===== src/rtl/sha256_msg_sequencer.sv =====
// SHA-256 message sequencer: packs a byte stream into 512-bit blocks, applies
// FIPS 180-4 padding, drives an external compression core one block at a time
// and returns the final digest over a valid/ready handshake.
// Optional build macro: SHA256_SEQ_DOUBLE_EN adds input dbl for SHA-256d.
`timescale 1ns/1ps
module sha256_msg_sequencer #(
  parameter int unsigned LEN_W = 32
) (
  input  logic         clk,
  input  logic         rst,
  input  logic         in_valid,
  output logic         in_ready,
  input  logic [7:0]   in_data,
  input  logic         in_last,
`ifdef SHA256_SEQ_DOUBLE_EN
  input  logic         dbl,
`endif
  output logic         digest_valid,
  input  logic         digest_ready,
  output logic [255:0] digest,
  output logic         busy,
  output logic         core_start,
  output logic         core_first,
  output logic [511:0] core_block,
  input  logic [255:0] core_hash,
  input  logic         core_ready
);

  typedef enum logic [2:0] {StAccept, StSend, StWait, StPad, StOut} state_e;

  state_e             state_q, state_d;
  logic [5:0]         idx_q, idx_d;
  logic [511:0]       buf_q, buf_d;
  logic [LEN_W-1:0]   cnt_q, cnt_d;
  logic               first_q, first_d;
  logic               final_q, final_d;
  logic               pad_pend_q, pad_pend_d;
  logic               need_80_q, need_80_d;
  logic               wait_arm_q, wait_arm_d;
  logic               msg_open_q, msg_open_d;
  logic               in_ready_q, in_ready_d;
  logic [255:0]       digest_q, digest_d;
`ifdef SHA256_SEQ_DOUBLE_EN
  logic               dbl_q, dbl_d;
  logic               second_q, second_d;
`endif

  logic [LEN_W-1:0]   cnt_inc;
  logic [8:0]         cur_lo;
  logic [8:0]         nxt_lo;
  logic               accept;

  // Message bit length as a 64-bit big-endian field: {count, 3'b000}.
  function automatic logic [63:0] bit_len(input logic [LEN_W-1:0] c);
    logic [63:0] r;
    r = '0;
    r[LEN_W+2:0] = {c, 3'b000};
    return r;
  endfunction

  assign cnt_inc = cnt_q + LEN_W'(1);
  // Bit offsets of byte idx and byte idx+1 inside the block (byte 0 at the top).
  assign cur_lo  = {6'd63 - idx_q, 3'b000};
  assign nxt_lo  = {6'd62 - idx_q, 3'b000};
  assign accept  = in_valid && in_ready_q;

  // Next-state and datapath updates for the sequencer FSM.
  always_comb begin
    state_d    = state_q;
    idx_d      = idx_q;
    buf_d      = buf_q;
    cnt_d      = cnt_q;
    first_d    = first_q;
    final_d    = final_q;
    pad_pend_d = pad_pend_q;
    need_80_d  = need_80_q;
    wait_arm_d = wait_arm_q;
    msg_open_d = msg_open_q;
    digest_d   = digest_q;
`ifdef SHA256_SEQ_DOUBLE_EN
    dbl_d      = dbl_q;
    second_d   = second_q;
`endif

    unique case (state_q)
      StAccept: begin
        if (accept) begin
          buf_d[cur_lo +: 8] = in_data;
          cnt_d              = cnt_inc;
          msg_open_d         = 1'b1;
`ifdef SHA256_SEQ_DOUBLE_EN
          if (!msg_open_q) begin
            dbl_d = dbl;
          end
`endif
          if (!in_last) begin
            if (idx_q != 6'd63) begin
              idx_d = idx_q + 6'd1;
            end else begin
              final_d = 1'b0;
              state_d = StSend;
            end
          end else if (idx_q <= 6'd54) begin
            // Padding and length both fit in this block.
            buf_d[nxt_lo +: 8] = 8'h80;
            buf_d[63:0]        = bit_len(cnt_inc);
            final_d            = 1'b1;
            state_d            = StSend;
          end else if (idx_q != 6'd63) begin
            // 0x80 fits, length spills into an extra block.
            buf_d[nxt_lo +: 8] = 8'h80;
            pad_pend_d         = 1'b1;
            need_80_d          = 1'b0;
            state_d            = StSend;
          end else begin
            pad_pend_d = 1'b1;
            need_80_d  = 1'b1;
            state_d    = StSend;
          end
        end
      end

      StSend: begin
        first_d    = 1'b0;
        wait_arm_d = 1'b0;
        state_d    = StWait;
      end

      StWait: begin
        // core_ready may still show the previous block's status on the first cycle.
        if (!wait_arm_q) begin
          wait_arm_d = 1'b1;
        end else if (core_ready) begin
          if (final_q) begin
`ifdef SHA256_SEQ_DOUBLE_EN
            if (dbl_q && !second_q) begin
              // Re-hash the 32-byte inner digest as a fresh single-block message.
              buf_d    = {core_hash, 8'h80, 184'd0, 64'h100};
              first_d  = 1'b1;
              final_d  = 1'b1;
              second_d = 1'b1;
              state_d  = StSend;
            end else begin
              digest_d = core_hash;
              state_d  = StOut;
            end
`else
            digest_d = core_hash;
            state_d  = StOut;
`endif
          end else if (pad_pend_q) begin
            state_d = StPad;
          end else begin
            buf_d   = '0;
            idx_d   = '0;
            state_d = StAccept;
          end
        end
      end

      StPad: begin
        buf_d = '0;
        if (need_80_q) begin
          buf_d[511:504] = 8'h80;
        end
        buf_d[63:0] = bit_len(cnt_q);
        final_d     = 1'b1;
        pad_pend_d  = 1'b0;
        state_d     = StSend;
      end

      StOut: begin
        if (digest_ready) begin
          buf_d      = '0;
          cnt_d      = '0;
          idx_d      = '0;
          final_d    = 1'b0;
          pad_pend_d = 1'b0;
          need_80_d  = 1'b0;
          msg_open_d = 1'b0;
          first_d    = 1'b1;
`ifdef SHA256_SEQ_DOUBLE_EN
          dbl_d      = 1'b0;
          second_d   = 1'b0;
`endif
          state_d    = StAccept;
        end
      end

      default: begin
        state_d = StAccept;
      end
    endcase

    in_ready_d = (state_d == StAccept);
  end

  // State register with synchronous active-high reset.
  always_ff @(posedge clk) begin
    if (rst) begin
      state_q    <= StAccept;
      idx_q      <= '0;
      buf_q      <= '0;
      cnt_q      <= '0;
      first_q    <= 1'b1;
      final_q    <= 1'b0;
      pad_pend_q <= 1'b0;
      need_80_q  <= 1'b0;
      wait_arm_q <= 1'b0;
      msg_open_q <= 1'b0;
      in_ready_q <= 1'b0;
      digest_q   <= '0;
`ifdef SHA256_SEQ_DOUBLE_EN
      dbl_q      <= 1'b0;
      second_q   <= 1'b0;
`endif
    end else begin
      state_q    <= state_d;
      idx_q      <= idx_d;
      buf_q      <= buf_d;
      cnt_q      <= cnt_d;
      first_q    <= first_d;
      final_q    <= final_d;
      pad_pend_q <= pad_pend_d;
      need_80_q  <= need_80_d;
      wait_arm_q <= wait_arm_d;
      msg_open_q <= msg_open_d;
      in_ready_q <= in_ready_d;
      digest_q   <= digest_d;
`ifdef SHA256_SEQ_DOUBLE_EN
      dbl_q      <= dbl_d;
      second_q   <= second_d;
`endif
    end
  end

  // Outputs decoded from the registered state.
  always_comb begin
    in_ready     = in_ready_q;
    digest_valid = (state_q == StOut);
    digest       = digest_q;
    core_start   = (state_q == StSend);
    core_first   = (state_q == StSend) && first_q;
    core_block   = buf_q;
    busy         = !((state_q == StAccept) && (idx_q == 6'd0) && !msg_open_q);
  end

endmodule


===== config.mk =====
export PLATFORM = sky130hd
export DESIGN_NAME = sha256_msg_sequencer
export DESIGN_NICKNAME = d
export VERILOG_FILES = /design/src/rtl/sha256_msg_sequencer.sv
export SDC_FILE = /design/constraint.sdc
export NUM_CORES = 2
export LEC_CHECK = 0
export CAP_MARGIN = 10
export CELL_PAD_IN_SITES_DETAIL_PLACEMENT = 0
export CELL_PAD_IN_SITES_GLOBAL_PLACEMENT = 2
export CORE_AREA = 2 2 402 404
export DETAILED_ROUTE_END_ITERATION = 7
export DIE_AREA = 0 0 404 406
export GPL_ROUTABILITY_DRIVEN = 0
export PLACE_DENSITY = 0.76
export SLEW_MARGIN = 15
export SYNTH_ARGS = -nofsm -noshare
export SYNTH_HDL_FRONTEND = slang
export SYNTH_SLANG_ARGS = --single-unit
export TNS_END_PERCENT = 20

===== constraint.sdc =====
create_clock -name clk -period 2.8 [get_ports clk]
set_input_delay 0.56 -clock clk [delete_from_list [all_inputs] [get_ports clk]]
set_output_delay 0.56 -clock clk [all_outputs]
set_load 0.05 [all_outputs]

### Word-level counts from Yosys, hierarchy flattened

Index checks and enable logic that the tools add are counted.

| storage, ports and cells | value |
|---|---|
| register bits after elaboration | 816 |

| cells by class | value |
|---|---|
| add/subtract/negate cells | 6 |
| $lt $le $gt $ge | 1 |
| eq/ne operators | 17 |
| shifts and indexed selects | 4 |
| multiplexer cells | 54 |
| reductions and logical operators | 23 |

Operators by type and width:

| kind | number |
|---|---|
| $mux W512 | 9 |
| $pmux W512 S4 | 1 |
| $bwmux W512 | 2 |
| $shift A8 B11 Y512 const A | 2 |
| $shiftx A8 B11 Y512 | 1 |
| $shiftx A8 B11 Y512 const A | 1 |
| $mux W32 | 2 |
| $pmux W32 S2 | 1 |
| $mux W6 | 8 |
| $add A32 B1 Y32 const B | 1 |
| $neg A9 Y11 | 2 |
| $mux W3 | 7 |
| $ne A2 B2 Y1 const B | 9 |
| $pmux W6 S3 | 1 |
| $pmux W3 S5 | 1 |
| $reduce_and A5 Y1 | 3 |
| $mux W1 | 14 |
| $sub A6 B6 Y6 const A | 2 |
| $reduce_and A9 Y1 | 1 |
| $mux W8 | 1 |
| $pmux W1 S2 | 4 |
| $reduce_and A7 Y1 | 1 |
| $add A6 B1 Y6 const B | 1 |
| $eq A3 B2 Y1 const B | 2 |
| 18 further kinds | 28 |

### Longest topological paths before layout

| logic depth | value |
|---|---|
| depth after elaboration | 10 |
| mapped depth | 14 |
| mapped depth without buffers | 9 |

### Worst setup path before layout

OpenSTA, ideal clock, no wires.

| path | value |
|---|---|
| kind | register to register |
| from | register idx_q[1] |
| to | register buf_q[318] (netlist: core_block[318]) |
| library setup time | 59 ps |
| arrival time | 2805 ps |
| data required time | 2741 ps |
| slack | -64 ps |
| stages on the path, launching flop included | 11 |
| path buffers | 3 |
| cell sequence | dfxtp_1 > buf_6 > inv_1 > ha_1 > buf_1 > nor2_1 > nand3_1 > or3_1 > clkbuf_1 > or4_4 > a2bb2o_2 |

| between the ends | value |
|---|---|
| word-level cells in the longest chain between the ends | 10 |

Ends and longest elaborated chain:

| element | line | text |
|---|---|---|
| from (decl) | 32 | `logic [5:0] idx_q, idx_d;` |
| from (signal assigned) | 219 | `idx_q <= idx_d;` |
| $sub A6 B6 Y6 | 63 | `assign cur_lo = {6'd63 - idx_q, 3'b000};` |
| $neg A9 Y11 | 88 | `buf_d[cur_lo +: 8] = in_data;` |
| $shiftx A8 B11 Y512 / $shift A8 B11 Y512 (equally long branches) | 88 |  |
| $bwmux W512 | 88 |  |
| $bwmux W512 | 105, 111 |  |
| $mux W512 | 109 | `end else if (idx_q != 6'd63) begin` |
| $mux W512 | 103 | `end else if (idx_q <= 6'd54) begin` |
| $mux W512 (*) | 96 | `if (!in_last) begin` |
| $mux W512 (*) | 87 | `if (accept) begin` |
| $pmux W512 S4 (*) | 85 | `unique case (state_q)` |
| to (signal assigned) | 220 | `buf_q <= buf_d;` |
| to (decl) | 33 | `logic [511:0] buf_q, buf_d;` |

Mark *: on every way between the ends. The rest lies on a longest branch, timed or not. The select of a mux whose other input is x is not followed.
A chain may end at the register's enable or synchronous reset.

### Final worst setup path

| path | value |
|---|---|
| from | register idx_q[3] |
| to | output busy |

| between the ends | value |
|---|---|
| word-level cells in the longest chain between the ends | 4 |

Ends and longest elaborated chain:

| element | line | text |
|---|---|---|
| $logic_not A6 Y1 | 245 | `busy = !((state_q == StAccept) && (idx_q == 6'd0) && !msg_open_q);` |
| $logic_and A1 B1 Y1 (2 in a row) | 245 |  |
| $logic_not A1 Y1 | 245 |  |
| to (decl) | 21 | `output logic busy,` |

Every way passes these cells.

==> results.json <==
{
  "status": "finished with violations",
  "violations": "negative setup slack",
  "fin_area_um2": 55100,
  "async_flop_share_pct": 0,
  "antenna_found_initial": 29,
  "synthDistinctLibCells": 110,
  "crit_required_ns": 2.24,
  "worst_slack_ns": -0.0966,
  "relSlewSlack_pct": 24.8,
  "ioPinCount": 1043,
  "initial_core_util_pct": 21.2,
  "yosysMostFrequentCell": "nand2_1",
  "synth_top_area_share_pct": 48.3,
  "holdPathStages": 2,
  "p_leak_nw": 19.4,
  "synth-edff-count": 0,
  "grt_first_pass_wirelength_mm": 288,
  "via_per_inst": 4.91,
  "synthTopCellsByArea": "dfxtp_1, nand2_1, a21oi_1",
  "multi_input_area_um2": 16600,
  "p_sw_share_pct": 26.2,
  "avgSynthCellArea_um2": 8.24,
  "cts_buffer_depth": 3,
  "fin_nets": 5844,
  "drcViolationCount": 0,
  "grt_overflow": 0,
  "via_count": 38000,
  "grt_pass1_vias": 36900,
  "worst_clock_skew_ns": 0.0476,
  "wl_met2_mm": 105,
  "post-route-util_pct": 34.5,
  "wl_per_cell_um": 27.2,
  "yosysTopAreaCell": "dfxtp_1",
  "hp-class": "input port to flip-flop",
  "numCtsBuffers": 100,
  "drt_iter0_markers": 2753,
  "wl_mm": 211,
  "layout-drive-gt1-share_pct": 19.6,
  "dp_cells": 7532,
  "switchingPower_mw": 7.26,
  "track_usage_pct": 24.5,
  "synth_cells": 4100,
  "syn_nets": 4374,
  "worstMarginPinSlew_ns": 1.12,
  "cp.arrival_ns": 2.34,
  "worstSkewPairLatency_ns": 0.74,
  "first_pass_iters": 5,
  "yosysSeqAreaShare_pct": 48.3,
  "cts_sinks": 816,
  "hpwl_mm": 167,
  "hold_viol": 0,
  "seqPwrFrac_pct": 42.0,
  "h-tree-depth": 3,
  "instances_no_fill": 7742,
  "totalNegativeSetupSlack_ns": -0.136,
  "grt_max_degree": 139,
  "rsz0062_at_grt": "true",
  "clockRootBuffer": "clkbuf_16",
  "ant_nets": 0,
  "rr_endpoint": "core_block[474]",
  "port_buffers": 1042,
  "drt-met1-wl_mm": 77.5,
  "total_power_mw": 27.8,
  "synth-seq-cells": 816,
  "min_period_over_period_pct": 103,
  "fillers": 16800,
  "cp-start-kind": "flip-flop",
  "clk_pin_slew_worst_paths_ns": 0.06,
  "cp-end-kind": "output port",
  "syn_to_final_growth_pct": 63.0,
  "synth_area_um2": 33800,
  "p_int_mw": 20.5,
  "ys_top_cells_by_count": "nand2_1, dfxtp_1, a21oi_1",
  "timing.fmax_ghz": 0.345,
  "worstHoldEndpoint": "core_block[511]",
  "ir_worst_vdd_v": 0.000441,
  "dieWidth_um": 404,
  "cts_hold_buf": 0,
  "criticalPathCategory": "flip-flop to output port",
  "combinationalPowerShare_pct": 8.6,
  "die-area_um2": 164000,
  "reg2reg_from": "idx_q[3]",
  "dieHeight_um": 406,
  "min_period_ns": 2.90,
  "r2r_slack_ns": -0.03,
  "cts_tree": "done",
  "core_um2": 160000,
  "yosys_warnings": 0,
  "seqCellArea_um2": 16400,
  "final-max-slew-violation-count": 0,
  "top_layer": "met5",
  "cp_max_fo": 2,
  "synth_ff_type": "dfxtp_1",
  "dpl_cell_area_um2": 50800,
  "maxCapViolations": 0,
  "reg2reg_depth": 15,
  "hold_path.startpoint": "rst",
  "power.density_nw_per_um2": 504,
  "num_rows": 147,
  "setup_viol": 4,
  "pwr-share-clk_pct": 49.4,
  "wl_met3_mm": 17.9
}
==> cells in the final DEF, fill, tap and decap left out, types with 40 or more instances in the layout <==
cell	n
dfxtp_1	810
nor2_1	231
buf_4	654
mux2i_1	40
nand3_1	138
o21ai_0	190
a21oi_1	565
a32o_1	64
buf_12	59
nor3_1	74
clkbuf_16	100
a22o_1	70
nand2_1	869
clkdlybuf4s50_1	954
==> worst max-delay path: stages, from the launching register on <==
cell,delay (ns)
dfxtp_4,0.35
buf_8,0.12
buf_6,0.12
nor4_4,0.12
nand4_1,0.51
buf_12,0.37
==> state kept, by name (all words and copies together), names as in the netlist <==
name        flops
need_80_q       1
idx_q           6
final_q         1
cnt_q          32
msg_open_q      1
digest        256
state_q         3
pad_pend_q      1
core_block    512
in_ready        1
first_q         1
wait_arm_q      1
==> cell families after synthesis <==
| family | synth area share (%) |
|---|---|
| simple gates | 20.8 |
| compound gates | 24.2 |
| flops | 48.3 |
| buf+inv | 4.38 |
| mux | 1.82 |
| xor+xnor | 0.259 |
| fa+ha+maj | 0.148 |
==> area by class of cell <==
cell class	count	area share (%)
multi-input cells	2929	30.2
flip-flops and latches	816	29.7
repair buffers	1695	28.9
clock buffers	140	5.13
well taps	2086	4.74
clock inverters	47	1.13
inverters	28	0.191
diodes	1	0.00454
==> power groups by stage <==
stage          Sequential [mW]  Combinational [mW]  Clock [mW]
2_1_floorplan             12.0               0.772           0
3_3_place_gp              11.9                2.31           0
3_5_place_dp              11.9                2.32           0
6_report                  11.7                2.39        13.7
5_1_grt                   11.7                2.50        14.5
4_1_cts                   11.7                2.34        14.0
==> stage by stage <==
stage	setup slack (ns)	hold WS (ns)
CTS	-0.156	0.149
finish	-0.0966	0.207
global route	-0.164	0.172
floorplan	-0.0000848	0.432
global placement	-0.602	0.439
detailed placement	-0.618	0.444
==> repair_timing <==
| item | CTS | global route |
|---|---|---|
| gates cloned | 0 | 0 |
| pin swaps | 8 | 26 |
| endpoints found under the setup margin | 259 | 386 |
| gates resized for setup | 55 | 103 |
| setup buffers | 5 | 17 |
==> worst max path at each step <==
stage | start | endpoint | slack (ns) | cells after the start
after floorplan | idx_q[1] | core_block[364] | -0.00008 | 13
after detailed placement | core_ready | core_block[474] | -0.62 | 10
after CTS | idx_q[3] | busy | -0.16 | 5
after global routing | idx_q[4] | busy | -0.16 | 4
final | idx_q[3] | busy | -0.1 | 5
after global placement | core_ready | core_block[474] | -0.60 | 10
==> layer usage <==
layer	GRT usage, %	vias to the layer above
li1	-	17600
met1	26.4	18500
met2	43.7	1516
met3	7.99	396
met4	10.5	44
met5	0	-
(Power assumes the default switching activity.)
